`src/rtl/agu_rdport_pkg.sv`:
```
// agu_rdport_pkg
// Shared definitions for the AGU read-issue stage: FSM state encoding,
// the AGU zero-flag tag width and a parameter legality helper.
package agu_rdport_pkg;

    localparam int TAG_W = 4;

    typedef logic [1:0] state_t;

    localparam state_t ST_IDLE  = 2'd0;
    localparam state_t ST_CLR   = 2'd1;
    localparam state_t ST_RUN   = 2'd2;
    localparam state_t ST_DRAIN = 2'd3;

    // RDLAT must be at least one cycle; DEPTH must be a power of two >= 1.
    function automatic bit cfg_ok(input int rdlat, input int depth);
        return (rdlat >= 1) && (depth >= 1) && ((depth & (depth - 1)) == 0);
    endfunction

endpackage

```
`src/rtl/agu_rdport_if.sv`:
```
// agu_rdport_if
// Bus bundle between the read-issue stage and its neighbours.
//   agu_clr/agu_step   : AGU control strobes
//   agu_addr/agu_z     : AGU address and {z3,z2,z1,z0} flags
//   mem_rd_en/addr/data: memory read port (data returns RDLAT cycles later)
//   out_valid/ready/data/last/tag : operand stream toward the MVU
// Modports: master = agu_rdport side, slave = surrounding environment.
interface agu_rdport_if
    import agu_rdport_pkg::*;
#(
    parameter int BWADDR = 21,
    parameter int BWDATA = 64
);
    logic              agu_clr;
    logic              agu_step;
    logic [BWADDR-1:0] agu_addr;
    logic [TAG_W-1:0]  agu_z;
    logic              mem_rd_en;
    logic [BWADDR-1:0] mem_rd_addr;
    logic [BWDATA-1:0] mem_rd_data;
    logic              out_valid;
    logic              out_ready;
    logic [BWDATA-1:0] out_data;
    logic              out_last;
    logic [TAG_W-1:0]  out_tag;

    modport master (
        output agu_clr, agu_step, mem_rd_en, mem_rd_addr,
        output out_valid, out_data, out_last, out_tag,
        input  agu_addr, agu_z, mem_rd_data, out_ready
    );

    modport slave (
        input  agu_clr, agu_step, mem_rd_en, mem_rd_addr,
        input  out_valid, out_data, out_last, out_tag,
        output agu_addr, agu_z, mem_rd_data, out_ready
    );
endinterface

```
`src/rtl/agu_rdport_fifo.sv`:
```
// agu_rdport_fifo
// Synchronous FIFO, parameterized width/depth, async active-low clear.
// Ports: clk, rst_n, push/wdata (write), pop (read), rdata (head word,
// combinational), empty, cnt (occupancy). Push while full is accepted only
// when a pop happens in the same cycle.
module agu_rdport_fifo #(
    parameter int WIDTH = 8,
    parameter int DEPTH = 4
) (
    input  logic                       clk,
    input  logic                       rst_n,
    input  logic                       push,
    input  logic [WIDTH-1:0]           wdata,
    input  logic                       pop,
    output logic [WIDTH-1:0]           rdata,
    output logic                       empty,
    output logic [$clog2(DEPTH+1)-1:0] cnt
);
    localparam int AW   = (DEPTH > 1) ? $clog2(DEPTH) : 1;
    localparam int CNTW = $clog2(DEPTH + 1);

    logic [WIDTH-1:0] mem [DEPTH];
    logic [AW-1:0]    wr_ptr, rd_ptr;
    logic             full, do_push, do_pop;

    function automatic logic [AW-1:0] ptr_next(input logic [AW-1:0] p);
        return (p == AW'(DEPTH - 1)) ? '0 : p + AW'(1);
    endfunction

    assign empty   = (cnt == '0);
    assign full    = (cnt == CNTW'(DEPTH));
    assign do_pop  = pop && !empty;
    assign do_push = push && (!full || do_pop);
    assign rdata   = mem[rd_ptr];

    always_ff @(posedge clk or negedge rst_n) begin
        if (!rst_n) begin
            for (int i = 0; i < DEPTH; i++) mem[i] <= '0;
            wr_ptr <= '0;
            rd_ptr <= '0;
            cnt    <= '0;
        end else begin
            if (do_push) begin
                mem[wr_ptr] <= wdata;
                wr_ptr      <= ptr_next(wr_ptr);
            end
            if (do_pop) rd_ptr <= ptr_next(rd_ptr);
            cnt <= cnt + CNTW'(do_push) - CNTW'(do_pop);
        end
    end

    always_ff @(posedge clk) begin
        if (rst_n) assert (!(push && full && !pop)) else $error("agu_rdport_fifo overflow");
    end

endmodule

```
`src/rtl/agu_rdport.sv`:
```
// agu_rdport
// Read-issue stage behind the AGU: runs a job of `count` reads, drives AGU
// clr/step, issues one memory read per step, absorbs RDLAT cycles of memory
// latency and returns words through a credit-protected output FIFO.
// Ports: clk, rst_n (async, active-low), start/count (job request),
// busy/done (job status), bus (agu_rdport_if.master: AGU, memory, output).
// Optional feature: define AGU_RDPORT_TAG_EN to carry agu_z captured at issue
// through to out_tag; otherwise out_tag is 0 and agu_z is ignored.
//
// state    | meaning
// ---------+-------------------------------------------------
// IDLE     | waiting for start
// CLR      | one cycle of agu_clr, job length latched
// RUN      | issuing reads while words remain and credit > 0
// DRAIN    | all issued; waiting for in-flight reads and FIFO to empty
module agu_rdport
    import agu_rdport_pkg::*;
#(
    parameter int BWADDR  = 21,
    parameter int BWDATA  = 64,
    parameter int BWCOUNT = 16,
    parameter int RDLAT   = 2,
    parameter int DEPTH   = 4
) (
    input  logic               clk,
    input  logic               rst_n,
    input  logic               start,
    input  logic [BWCOUNT-1:0] count,
    output logic               busy,
    output logic               done,
    agu_rdport_if.master       bus
);
    localparam int CW  = $clog2(DEPTH + RDLAT + 1);
    localparam int FCW = $clog2(DEPTH + 1);
`ifdef AGU_RDPORT_TAG_EN
    localparam int FW = BWDATA + 1 + TAG_W;
`else
    localparam int FW = BWDATA + 1;
`endif

    state_t             state;
    logic [BWCOUNT-1:0] remaining;
    logic [RDLAT-1:0]   pipe_v, pipe_last;
    logic [CW-1:0]      inflight;
    logic [FCW-1:0]     fifo_cnt;
    logic               fifo_empty, credit_ok, issue, is_last, push, pop;
    logic [FW-1:0]      fifo_wdata, fifo_rdata;
    logic [BWADDR-1:0]  rd_addr;

    always_comb begin
        inflight = '0;
        for (int i = 0; i < RDLAT; i++) inflight = inflight + CW'(pipe_v[i]);
    end

    // Credit uses registered occupancy only, so a pop frees a slot one cycle later.
    assign credit_ok = (CW'(fifo_cnt) + inflight) < CW'(DEPTH);
    assign issue     = (state == ST_RUN) && (remaining != '0) && credit_ok;
    assign is_last   = (remaining == BWCOUNT'(1));
    assign rd_addr   = issue ? bus.agu_addr : '0;

    assign busy          = (state != ST_IDLE);
    assign done          = (state == ST_DRAIN) && (inflight == '0) && fifo_empty;
    assign bus.agu_clr   = (state == ST_CLR);
    assign bus.agu_step  = issue;
    assign bus.mem_rd_en = issue;
    assign bus.mem_rd_addr = rd_addr;

    always_ff @(posedge clk or negedge rst_n) begin
        if (!rst_n) begin
            state     <= ST_IDLE;
            remaining <= '0;
        end else begin
            case (state)
                ST_IDLE: if (start) begin
                    state     <= ST_CLR;
                    remaining <= count;
                end
                ST_CLR:  state <= (remaining == '0) ? ST_DRAIN : ST_RUN;
                ST_RUN:  if (issue) begin
                    remaining <= remaining - BWCOUNT'(1);
                    if (is_last) state <= ST_DRAIN;
                end
                ST_DRAIN: if (done) state <= ST_IDLE;
                default: state <= ST_IDLE;
            endcase
        end
    end

    // Return pipeline: stage RDLAT-1 lines up with mem_rd_data.
    always_ff @(posedge clk or negedge rst_n) begin
        if (!rst_n) begin
            pipe_v    <= '0;
            pipe_last <= '0;
        end else begin
            pipe_v[0]    <= issue;
            pipe_last[0] <= issue && is_last;
            for (int i = 1; i < RDLAT; i++) begin
                pipe_v[i]    <= pipe_v[i-1];
                pipe_last[i] <= pipe_last[i-1];
            end
        end
    end

`ifdef AGU_RDPORT_TAG_EN
    logic [TAG_W-1:0] pipe_tag [RDLAT];

    always_ff @(posedge clk or negedge rst_n) begin
        if (!rst_n) begin
            for (int i = 0; i < RDLAT; i++) pipe_tag[i] <= '0;
        end else begin
            pipe_tag[0] <= bus.agu_z;
            for (int i = 1; i < RDLAT; i++) pipe_tag[i] <= pipe_tag[i-1];
        end
    end

    assign fifo_wdata  = {pipe_tag[RDLAT-1], pipe_last[RDLAT-1], bus.mem_rd_data};
    assign bus.out_tag = fifo_rdata[FW-1 -: TAG_W];
`else
    logic unused_agu_z;
    assign unused_agu_z = ^bus.agu_z;
    assign fifo_wdata   = {pipe_last[RDLAT-1], bus.mem_rd_data};
    assign bus.out_tag  = '0;
`endif

    assign push = pipe_v[RDLAT-1];
    assign pop  = !fifo_empty && bus.out_ready;

    agu_rdport_fifo #(.WIDTH(FW), .DEPTH(DEPTH)) u_fifo (
        .clk   (clk),
        .rst_n (rst_n),
        .push  (push),
        .wdata (fifo_wdata),
        .pop   (pop),
        .rdata (fifo_rdata),
        .empty (fifo_empty),
        .cnt   (fifo_cnt)
    );

    assign bus.out_valid = !fifo_empty;
    assign bus.out_data  = fifo_rdata[BWDATA-1:0];
    assign bus.out_last  = fifo_rdata[BWDATA];

    always_ff @(posedge clk) begin
        assert (cfg_ok(RDLAT, DEPTH)) else $error("agu_rdport: illegal RDLAT/DEPTH");
    end

endmodule

```
`src/flat_wrapper.sv`:
```
// flat-port wrapper written by rule: the top's interface ports become plain ports
module agu_rdport_flat import agu_rdport_pkg::*;
#(
    parameter int BWADDR  = 21,
    parameter int BWDATA  = 64,
    parameter int BWCOUNT = 16,
    parameter int RDLAT   = 2,
    parameter int DEPTH   = 4
)
  (clk, rst_n, start, count, busy, done, bus_agu_clr, bus_agu_step, bus_mem_rd_en, bus_mem_rd_addr, bus_out_valid, bus_out_data, bus_out_last, bus_out_tag, bus_agu_addr, bus_agu_z, bus_mem_rd_data, bus_out_ready);
  agu_rdport_if #(.BWADDR(BWADDR), .BWDATA(BWDATA)) bus_i ();
  input  logic clk;
  input  logic rst_n;
  input  logic start;
  input  logic [BWCOUNT-1:0] count;
  output logic busy;
  output logic done;
  output wire logic [$bits(bus_i.agu_clr)-1:0] bus_agu_clr;
  output wire logic [$bits(bus_i.agu_step)-1:0] bus_agu_step;
  output wire logic [$bits(bus_i.mem_rd_en)-1:0] bus_mem_rd_en;
  output wire logic [$bits(bus_i.mem_rd_addr)-1:0] bus_mem_rd_addr;
  output wire logic [$bits(bus_i.out_valid)-1:0] bus_out_valid;
  output wire logic [$bits(bus_i.out_data)-1:0] bus_out_data;
  output wire logic [$bits(bus_i.out_last)-1:0] bus_out_last;
  output wire logic [$bits(bus_i.out_tag)-1:0] bus_out_tag;
  input wire logic [$bits(bus_i.agu_addr)-1:0] bus_agu_addr;
  input wire logic [$bits(bus_i.agu_z)-1:0] bus_agu_z;
  input wire logic [$bits(bus_i.mem_rd_data)-1:0] bus_mem_rd_data;
  input wire logic [$bits(bus_i.out_ready)-1:0] bus_out_ready;
  assign bus_agu_clr = bus_i.agu_clr;
  assign bus_agu_step = bus_i.agu_step;
  assign bus_mem_rd_en = bus_i.mem_rd_en;
  assign bus_mem_rd_addr = bus_i.mem_rd_addr;
  assign bus_out_valid = bus_i.out_valid;
  assign bus_out_data = bus_i.out_data;
  assign bus_out_last = bus_i.out_last;
  assign bus_out_tag = bus_i.out_tag;
  assign bus_i.agu_addr = bus_agu_addr;
  assign bus_i.agu_z = bus_agu_z;
  assign bus_i.mem_rd_data = bus_mem_rd_data;
  assign bus_i.out_ready = bus_out_ready;
  agu_rdport #(.BWADDR(BWADDR), .BWDATA(BWDATA), .BWCOUNT(BWCOUNT), .RDLAT(RDLAT), .DEPTH(DEPTH)) u_core (.clk(clk), .rst_n(rst_n), .start(start), .count(count), .busy(busy), .done(done), .bus(bus_i));
endmodule
```
`config.mk`:
```
export PLATFORM = sky130hd
export DESIGN_NAME = agu_rdport_flat
export DESIGN_NICKNAME = d
export VERILOG_FILES = /design/src/rtl/agu_rdport_pkg.sv /design/src/rtl/agu_rdport_if.sv /design/src/rtl/agu_rdport_fifo.sv /design/src/rtl/agu_rdport.sv /design/src/flat_wrapper.sv
export SDC_FILE = /design/constraint.sdc
export NUM_CORES = 1
export LEC_CHECK = 0
export ABC_CLOCK_PERIOD_IN_PS = 4400
export CAP_MARGIN = 30
export CORE_AREA = 10 10 186 144
export DETAILED_ROUTE_END_ITERATION = 10
export DIE_AREA = 0 0 196 154
export HOLD_SLACK_MARGIN = 0.1
export PLACE_DENSITY = 0.85
export RECOVER_POWER = 50
export REMOVE_ABC_BUFFERS = 1
export SKIP_CTS_REPAIR_TIMING = 1
export SYNTH_ARGS = -nofsm -noshare
export SYNTH_HDL_FRONTEND = slang
export SYNTH_SLANG_ARGS = --single-unit
export TNS_END_PERCENT = 100
```
`constraint.sdc`:
```
create_clock -name clk -period 4.4 [get_ports clk]
set_input_delay 0.66 -clock clk [delete_from_list [all_inputs] [get_ports clk]]
set_output_delay 0.66 -clock clk [all_outputs]
set_load 0.01 [all_outputs]
```
==> results of run 1 <==
-- power by group --
group          switching [W]  internal, W
registers           0.000878      0.00393
clock network       0.000976      0.00141
logic                0.00214      0.00339
total                0.00399      0.00873
-- cell usage after synthesis (all sizes together) (5+ instances only) --
cell type,count
ha,16
nor3,8
buf,45
nor2b,6
mux4,65
a21oi,6
and2,22
a31oi,9
nor2,13
clkbuf,11
mux2,262
mux2i,6
dfrtp,289
o21ai,8
nand2,21
o22a,5
inv,18
-- flip-flops by register name, indices dropped and copies added (netlist names) --
register and count:
u_core.u_fifo.mem 260, u_core.remaining 16, u_core.u_fifo.cnt 3, u_core.pipe_last 2, u_core.pipe_v 2, u_core.state 2
u_core.u_fifo.rd_ptr 2, u_core.u_fifo.wr_ptr 2
-- stage by stage --
step | instance area [um2] | cells | setup slack (ns)
floorplan | 13000 | 812 | 0.408
CTS | 16500 | 1372 | 0.275
global placement | 15500 | 1318 | 0.926
finish | 16500 | 1372 | 0.347
global route | 16500 | 1372 | 0.109
detailed placement | 15600 | 1322 | 0.863
-- critical path, cell delays in order, from the launching register on --
cell	delay, ns
sky130_fd_sc_hd__dfrtp_1	0.40
sky130_fd_sc_hd__ha_1	0.18
sky130_fd_sc_hd__ha_1	0.30
sky130_fd_sc_hd__a31oi_4	0.23
sky130_fd_sc_hd__xor2_2	0.31
sky130_fd_sc_hd__and3_1	0.64
sky130_fd_sc_hd__and2_1	0.24
sky130_fd_sc_hd__clkdlybuf4s50_1	0.56
-- cells by family (layout without fill, tap and decap cells) --
group / count (synthesis) / count (layout) / synth area share
DFF: 289 / 289 / 0.539
and+or+nand+nor: 101 / 101 / 0.0459
other: 1 / 4 / 0.000279
AOI/OAI and AO/OA: 46 / 46 / 0.0258
buffers and inverters: 74 / 278 / 0.0364
muxes: 333 / 333 / 0.333
adders and majority gates: 17 / 17 / 0.0164
xor gates and xnor gates: 4 / 4 / 0.00317
-- layer usage --
layer	GRT usage	part of all wire
met5	0	0
met4	0.0403	0.015
met3	0.0428	0.056
met2	0.331	0.50
met1	0.256	0.43
-- worst paths after layout --
check	start	endpoint	depth (start not counted)	slack [ns]
max reg2reg	u_core.u_fifo.cnt[2]	u_core.u_fifo.mem[86]	5	1.32
min	u_core.pipe_last[0]	u_core.pipe_last[1]	0	0.35
max	u_core.pipe_v[0]	bus_mem_rd_addr[12]	7	0.35
max in group asynchronous	rst_n	u_core.u_fifo.mem[65]	2	0.84
min in group asynchronous	rst_n	u_core.u_fifo.mem[168]	1	1.02
min reg2reg	u_core.pipe_last[0]	u_core.pipe_last[1]	0	0.35
-- area by class of cell --
type,instances,area (um2)
Fill cell,1502,6480
Sequential cell,289,7240
Clock buffer,42,825
Multi-Input combinational cell,505,5720
Clock inverter,8,96.3
Inverter,18,67.6
Tap cell,300,375
Timing Repair Buffer,210,2140
==> impl_results.html, run 1 <==
<table>
<tr><th>Metric</th><th>Value</th></tr>
<tr><th colspan="2">Critical path</th></tr>
<tr><td>Data arrival, critical path</td><td>3.39 ns</td></tr>
<tr><td>Worst Setup End Kind</td><td>output pin</td></tr>
<tr><td>Crit Path Category</td><td>flip-flop to output pin</td></tr>
<tr><td>Data required time at the worst endpoint</td><td>3.74 ns</td></tr>
<tr><td>Kind of start point of the critical path</td><td>flip-flop</td></tr>
<tr><td>Max FO, Critical Path</td><td>26</td></tr>
<tr><th colspan="2">STA</th></tr>
<tr><td>Worst hold slack across all endpoints</td><td>0.352 ns</td></tr>
<tr><td>Max-slew headroom at the worst pin</td><td>-0.896</td></tr>
<tr><td>Transition time of the tightest slew-check pin</td><td>2.84 ns</td></tr>
<tr><td>Number of hold violations in the final report</td><td>0</td></tr>
<tr><td>Final worst path period share</td><td>0.921</td></tr>
<tr><td>Min Tclk post-route</td><td>4.05 ns</td></tr>
<tr><td>Final clock skew</td><td>0.00744 ns</td></tr>
<tr><td>Finish-stage setup viols</td><td>0</td></tr>
<tr><td>Setup TNS Final</td><td>0 ns</td></tr>
<tr><td>Fmax achieved</td><td>247 MHz</td></tr>
<tr><td>Pins over their slew limit</td><td>115</td></tr>
<tr><td>RSZ-0062 raised after global routing</td><td>false</td></tr>
<tr><th colspan="2">Routing</th></tr>
<tr><td>Via count of the routed design</td><td>7987</td></tr>
<tr><td>Routed WL</td><td>29500 um</td></tr>
<tr><td>Count of routing violations after the opening detailed-route iteration</td><td>369</td></tr>
<tr><td>WL/cell</td><td>21.5 um</td></tr>
<tr><td>Drt via density</td><td>5.82</td></tr>
<tr><td>Residual DRC count</td><td>0</td></tr>
<tr><td>Iteration count of the initial detailed-routing pass</td><td>5</td></tr>
<tr><td>Number of routed nets with antenna violations</td><td>0</td></tr>
<tr><th colspan="2">Synthesis</th></tr>
<tr><td>Avg Inst Size Synth</td><td>15.5 um2</td></tr>
<tr><td>Number of storage elements in the synthesis netlist</td><td>289</td></tr>
<tr><td>Top cell type's share of synthesized area</td><td>0.539</td></tr>
<tr><td>Most used flip-flop cell after synthesis</td><td>sky130_fd_sc_hd__dfrtp_1</td></tr>
<tr><td>Total standard cell area after synthesis</td><td>13400 um2</td></tr>
<tr><td>Proportion of synthesized chip area in sequential cells</td><td>0.539</td></tr>
<tr><td>Main area contributors after synthesis</td><td>sky130_fd_sc_hd__dfrtp_1 54%, sky130_fd_sc_hd__mux2_2 22%, sky130_fd_sc_hd__mux4_2 11%</td></tr>
<tr><td>Mapped Cells</td><td>865</td></tr>
<tr><td>YS warnings</td><td>0</td></tr>
<tr><td>Unique cell type count in the Yosys netlist</td><td>58</td></tr>
<tr><td>EDFF count, synth</td><td>0</td></tr>
<tr><td>Post-synth top area cell</td><td>sky130_fd_sc_hd__dfrtp_1</td></tr>
<tr><td>Async S/R FF share, synth</td><td>1.00</td></tr>
<tr><th colspan="2">Global route</th></tr>
<tr><td>Initial antenna violation count</td><td>0</td></tr>
<tr><td>All-layer global routing usage</td><td>0.196</td></tr>
<tr><td>Global route total overflow</td><td>0</td></tr>
<tr><td>Vias in the first global route</td><td>8798</td></tr>
<tr><td>First-pass GRT wire length</td><td>48400 um</td></tr>
<tr><td>Pin count of the biggest net entering global routing</td><td>115</td></tr>
<tr><th colspan="2">Floorplan</th></tr>
<tr><td>Die height</td><td>154 um</td></tr>
<tr><td>Starting Density</td><td>0.585</td></tr>
<tr><td>Ports</td><td>205</td></tr>
<tr><td>Full die area</td><td>30200 um2</td></tr>
<tr><td>Die Span X</td><td>196 um</td></tr>
<tr><td>Number of rows created at floorplan</td><td>48</td></tr>
<tr><td>Core footprint</td><td>22900 um2</td></tr>
<tr><th colspan="2">Clock network</th></tr>
<tr><td>Clock tree from TritonCTS</td><td>built</td></tr>
<tr><td>Buffer cell driving the clock tree root</td><td>sky130_fd_sc_hd__clkbuf_16</td></tr>
<tr><td>TritonCTS Buffers</td><td>28</td></tr>
<tr><td>Clock transition at the register clock pins on the worst setup and hold paths after CTS</td><td>0.06 ns</td></tr>
<tr><td>Sinks on the clock net</td><td>289</td></tr>
<tr><td>Max clock buf depth</td><td>3</td></tr>
<tr><td>Clk Latency, worst-skew pair</td><td>0.53 ns</td></tr>
<tr><td>Number of levels in the clock H-tree</td><td>1</td></tr>
<tr><th colspan="2">Placement</th></tr>
<tr><td>Number of port buffers</td><td>196</td></tr>
<tr><td>RD Place Congestion</td><td>0.813</td></tr>
<tr><td>Detailed-placement wirelength estimate</td><td>19700 um</td></tr>
<tr><th colspan="2">Pwr</th></tr>
<tr><td>Maximum vdd drop</td><td>0.486 mV</td></tr>
<tr><td>Reported leakage power</td><td>7.13 nW</td></tr>
<tr><td>Power per cell area</td><td>773 nW/um2</td></tr>
<tr><td>Power, Total</td><td>0.0127 W</td></tr>
<tr><th colspan="2">Final layout</th></tr>
<tr><td>Relative area change from synthesis to final layout</td><td>22.6%</td></tr>
<tr><td>Ant. Diodes</td><td>0</td></tr>
<tr><td>Net count, final</td><td>1178</td></tr>
<tr><td>Leading cell type in the layout, fill and taps excluded</td><td>sky130_fd_sc_hd__dfrtp_1</td></tr>
<tr><td>Fin util</td><td>0.718</td></tr>
<tr><td>Commonest cells after routing, fill and taps aside</td><td>287 x sky130_fd_sc_hd__dfrtp_1, 261 x sky130_fd_sc_hd__mux2_2, 194 x sky130_fd_sc_hd__clkdlybuf4s50_1, 65 x sky130_fd_sc_hd__mux4_2, 29 x sky130_fd_sc_hd__clkbuf_16</td></tr>
<tr><td>Share of final-layout standard cells stronger than drive strength 1</td><td>0.371</td></tr>
<tr><th colspan="2">Outcome</th></tr>
<tr><td>Violations in the final reports</td><td>max-capacitance violations, max-slew violations</td></tr>
<tr><td>Status</td><td>complete, but fails checks</td></tr>
<tr><th colspan="2">Job</th></tr>
<tr><td>Max-cap check violation count</td><td>1</td></tr>
<tr><th colspan="2">Hold path</th></tr>
<tr><td>Class of the tightest hold or removal check</td><td>flip-flop to flip-flop</td></tr>
</table>
(Power assumes the default switching activity.)
==> run 2: changes to the inputs <==
PLACE_DENSITY = unset   (was 0.85)
PLACE_DENSITY_LB_ADDON = 0.08   (was unset)
==> run 2 against run 1 <==
Critical endpoint is now bus_mem_rd_addr[1]. Worst setup slack got worse by 0.029 ns. The run still ends with max-capacitance violations, max-slew violations left. Critical path depth did not move. Power fell by 0.72%. Global-route usage fell by 0.39 points.
==> impl_results.html, run 2 (same netlist as run 1, synthesis figures left out) <==
<table>
<tr><th>Metric</th><th>Value</th></tr>
<tr><th colspan="2">Outcome</th></tr>
<tr><td>Status</td><td>complete, but fails checks</td></tr>
<tr><td>Violations in the final reports</td><td>max-capacitance violations, max-slew violations</td></tr>
<tr><th colspan="2">Critical path</th></tr>
<tr><td>Kind of start point of the critical path</td><td>flip-flop</td></tr>
<tr><td>Worst path bufs/invs</td><td>1 (unchanged)</td></tr>
<tr><td>Launch point of the critical path</td><td>u_core.pipe_v[0]</td></tr>
<tr><td>Most frequent CP cell</td><td>sky130_fd_sc_hd__ha_1</td></tr>
<tr><td>Slack of the worst reg-to-reg path</td><td>1.54 ns (+0.22 ns)</td></tr>
<tr><td>Top Family by Delay on Critical Path</td><td>simple AND/OR/NAND/NOR gates</td></tr>
<tr><td>Launching point of the worst reg2reg path</td><td>u_core.u_fifo.cnt[2]</td></tr>
<tr><td>Number of cells on the worst reg-to-reg path</td><td>5 (unchanged)</td></tr>
<tr><td>Max FO, Critical Path</td><td>26 (unchanged)</td></tr>
<tr><td>Endpoint of the worst setup timing path</td><td>bus_mem_rd_addr[1]</td></tr>
<tr><td>Critical Path Slowest Stage Cell</td><td>sky130_fd_sc_hd__and3_1</td></tr>
<tr><td>Data required time at the worst endpoint</td><td>3.74 ns (about the same)</td></tr>
<tr><td>Crit Path Category</td><td>flip-flop to output pin</td></tr>
<tr><td>Crit path depth</td><td>7 (unchanged)</td></tr>
<tr><td>List of cells traversed by the critical path</td><td>ha_1, ha_1, a31oi_4, xor2_2, and3_1, and2_1, clkdlybuf4s50_1</td></tr>
<tr><td>Data arrival, critical path</td><td>3.42 ns (+0.03 ns)</td></tr>
<tr><td>Worst Setup End Kind</td><td>output pin</td></tr>
<tr><td>Worst r2r dst</td><td>u_core.u_fifo.mem[226]</td></tr>
<tr><td>Max stage delay on crit path</td><td>0.70 ns (+0.06 ns)</td></tr>
<tr><th colspan="2">Floorplan</th></tr>
<tr><td>Full die area</td><td>30200 um2 (unchanged)</td></tr>
<tr><td>Die height</td><td>154 um (unchanged)</td></tr>
<tr><td>Ports</td><td>205 (unchanged)</td></tr>
<tr><td>Number of rows created at floorplan</td><td>48 (unchanged)</td></tr>
<tr><td>Die Span X</td><td>196 um (unchanged)</td></tr>
<tr><td>Starting Density</td><td>0.585 (unchanged)</td></tr>
<tr><td>Core footprint</td><td>22900 um2 (unchanged)</td></tr>
<tr><th colspan="2">Routing</th></tr>
<tr><td>Count of routing violations after the opening detailed-route iteration</td><td>324 (-12%)</td></tr>
<tr><td>Routed WL</td><td>29100 um (-1.2%)</td></tr>
<tr><td>Routed length on met3</td><td>1740 um (+5.6%)</td></tr>
<tr><td>Met2 Routed Length</td><td>14800 um (+0.16%)</td></tr>
<tr><td>Uppermost metal layer occupied by signal nets</td><td>met4</td></tr>
<tr><td>Iteration count of the initial detailed-routing pass</td><td>4 (-1)</td></tr>
<tr><td>WL/cell</td><td>21.3 um (-1.0%)</td></tr>
<tr><td>Residual DRC count</td><td>0 (unchanged)</td></tr>
<tr><td>Via count of the routed design</td><td>7900 (-1.1%)</td></tr>
<tr><td>Number of routed nets with antenna violations</td><td>0 (unchanged)</td></tr>
<tr><td>Drt via density</td><td>5.77 (-0.87%)</td></tr>
<tr><td>Sum of routed wire segments on met1</td><td>12300 um (-2.8%)</td></tr>
<tr><th colspan="2">STA</th></tr>
<tr><td>Setup TNS Final</td><td>0 ns (unchanged)</td></tr>
<tr><td>Max-slew headroom at the worst pin</td><td>-0.712 (+0.184)</td></tr>
<tr><td>Transition time of the tightest slew-check pin</td><td>2.57 ns (-0.277 ns)</td></tr>
<tr><td>Minimum setup slack in the final design</td><td>0.318 ns (-0.0286 ns)</td></tr>
<tr><td>Final clock skew</td><td>0.0220 ns (+0.0145 ns)</td></tr>
<tr><td>RSZ-0062 raised after global routing</td><td>false</td></tr>
<tr><td>Number of hold violations in the final report</td><td>0 (unchanged)</td></tr>
<tr><td>Worst hold slack across all endpoints</td><td>0.254 ns (-0.0981 ns)</td></tr>
<tr><td>Final worst path period share</td><td>0.928 (+0.00650)</td></tr>
<tr><td>Min Tclk post-route</td><td>4.08 ns (+0.0286 ns)</td></tr>
<tr><td>Fmax achieved</td><td>245 MHz (-0.70%)</td></tr>
<tr><td>Finish-stage setup viols</td><td>0 (unchanged)</td></tr>
<tr><td>Pins over their slew limit</td><td>155 (+35%)</td></tr>
<tr><th colspan="2">Global route</th></tr>
<tr><td>Pin count of the biggest net entering global routing</td><td>141 (+23%)</td></tr>
<tr><td>Initial antenna violation count</td><td>1 (+1)</td></tr>
<tr><td>Global route total overflow</td><td>0 (unchanged)</td></tr>
<tr><td>First-pass GRT wire length</td><td>47500 um (-1.9%)</td></tr>
<tr><td>All-layer global routing usage</td><td>0.192 (-0.00386)</td></tr>
<tr><td>Vias in the first global route</td><td>8577 (-2.5%)</td></tr>
<tr><th colspan="2">Final layout</th></tr>
<tr><td>Registers with the most flip-flops</td><td>u_core.u_fifo.mem (260), u_core.remaining (16), u_core.u_fifo.cnt (3)</td></tr>
<tr><td>Net count, final</td><td>1175 (-0.25%)</td></tr>
<tr><td>Largest Register</td><td>u_core.u_fifo.mem</td></tr>
<tr><td>Final non-filler cell area</td><td>16500 um2 (about the same)</td></tr>
<tr><td>Max reg flops</td><td>260 (unchanged)</td></tr>
<tr><td>Relative area change from synthesis to final layout</td><td>22.6% (about the same)</td></tr>
<tr><td>Fin util</td><td>0.717 (about the same)</td></tr>
<tr><td>Share of final-layout standard cells stronger than drive strength 1</td><td>0.373 (+0.00139)</td></tr>
<tr><td>Commonest cells after routing, fill and taps aside</td><td>287 x sky130_fd_sc_hd__dfrtp_1, 261 x sky130_fd_sc_hd__mux2_2, 195 x sky130_fd_sc_hd__clkdlybuf4s50_1, 65 x sky130_fd_sc_hd__mux4_2, 29 x sky130_fd_sc_hd__clkbuf_16</td></tr>
<tr><td>Leading cell type in the layout, fill and taps excluded</td><td>sky130_fd_sc_hd__dfrtp_1</td></tr>
<tr><th colspan="2">Pwr</th></tr>
<tr><td>Reported leakage power</td><td>7.12 nW (-0.13%)</td></tr>
<tr><td>Power per cell area</td><td>767 nW/um2 (-0.68%)</td></tr>
<tr><td>Maximum vdd drop</td><td>0.442 mV (-8.9%)</td></tr>
<tr><th colspan="2">Hold path</th></tr>
<tr><td>Class of the tightest hold or removal check</td><td>primary input to asynchronous set/reset pin</td></tr>
<tr><th colspan="2">Clock network</th></tr>
<tr><td>Clock tree from TritonCTS</td><td>built</td></tr>
<tr><td>TritonCTS Buffers</td><td>28 (unchanged)</td></tr>
<tr><td>Sinks on the clock net</td><td>289 (unchanged)</td></tr>
<tr><td>Clock transition at the register clock pins on the worst setup and hold paths after CTS</td><td>0.07 ns (about the same)</td></tr>
<tr><td>Max clock buf depth</td><td>3 (unchanged)</td></tr>
<tr><td>Buffer cell driving the clock tree root</td><td>sky130_fd_sc_hd__clkbuf_16</td></tr>
<tr><td>Number of levels in the clock H-tree</td><td>1 (unchanged)</td></tr>
<tr><td>Clk Latency, worst-skew pair</td><td>0.54 ns (about the same)</td></tr>
<tr><th colspan="2">Placement</th></tr>
<tr><td>Placed cell areas</td><td>15600 um2 (about the same)</td></tr>
<tr><td>RD Place Congestion</td><td>0.869 (+6.9%)</td></tr>
<tr><td>Worst slack at placement</td><td>0.827 ns (-0.0362 ns)</td></tr>
<tr><td>Detailed-placement wirelength estimate</td><td>19100 um (-3.0%)</td></tr>
<tr><td>Number of port buffers</td><td>196 (unchanged)</td></tr>
<tr><th colspan="2">Job</th></tr>
<tr><td>Max-cap check violation count</td><td>3 (+2)</td></tr>
</table>
run 2: how the worst min path moves through the flow:
stage | startpoint | endpoint | slack [ns] | cells after the start
finish | rst_n | u_core.remaining[0] | 0.25 | 1
global route | rst_n | u_core.remaining[0] | 0.33 | 1
CTS | rst_n | u_core.remaining[0] | 0.32 | 1
detailed placement | u_core.pipe_last[0] | u_core.pipe_last[1] | 0.34 | 0
global placement | u_core.pipe_last[0] | u_core.pipe_last[1] | 0.33 | 0
floorplan | u_core.pipe_last[0] | u_core.pipe_last[1] | 0.33 | 0
run 2: cell type report:
class	instances	area (um2)
clock buffer	40	827
tap	300	375
multi-input combinational	505	5720
timing repair buffer	207	2150
sequential	289	7240
clock inverter	9	75.1
fill	1535	6490
antenna	1	2.50
inverter	18	67.6
run 2: worst register-to-register path, stage by stage, from the launching register on:
cell and delay, ns:
sky130_fd_sc_hd__dfrtp_1 0.47, sky130_fd_sc_hd__nor4b_1 0.18, sky130_fd_sc_hd__nor2_1 0.46, sky130_fd_sc_hd__nand2_1 0.78
sky130_fd_sc_hd__buf_16 0.47, sky130_fd_sc_hd__mux2_2 0.37
run 2: power breakdown:
| part | total [W] | switching, W | internal, W | leakage (nW) |
|---|---|---|---|---|
| Sequential | 0.00476 | 0.000825 | 0.00393 | 3.60 |
| Clock | 0.00234 | 0.000978 | 0.00136 | 0.444 |
| Combinational | 0.00553 | 0.00214 | 0.00339 | 3.08 |
run 2: layer usage:
| metal | global-route usage | up-vias |
|---|---|---|
| li1 | - | 3580 |
| met1 | 0.247 | 4142 |
| met2 | 0.326 | 149 |
| met3 | 0.0519 | 29 |
| met4 | 0.0276 | 0 |
| met5 | 0 | - |
run 2: per-stage QoR:
step	power [W]	cells
floorplan	0.00805	812
global placement	0.0102	1315
detailed placement	0.0104	1319
CTS	0.0128	1368
global route	0.0134	1368
finish	0.0126	1369
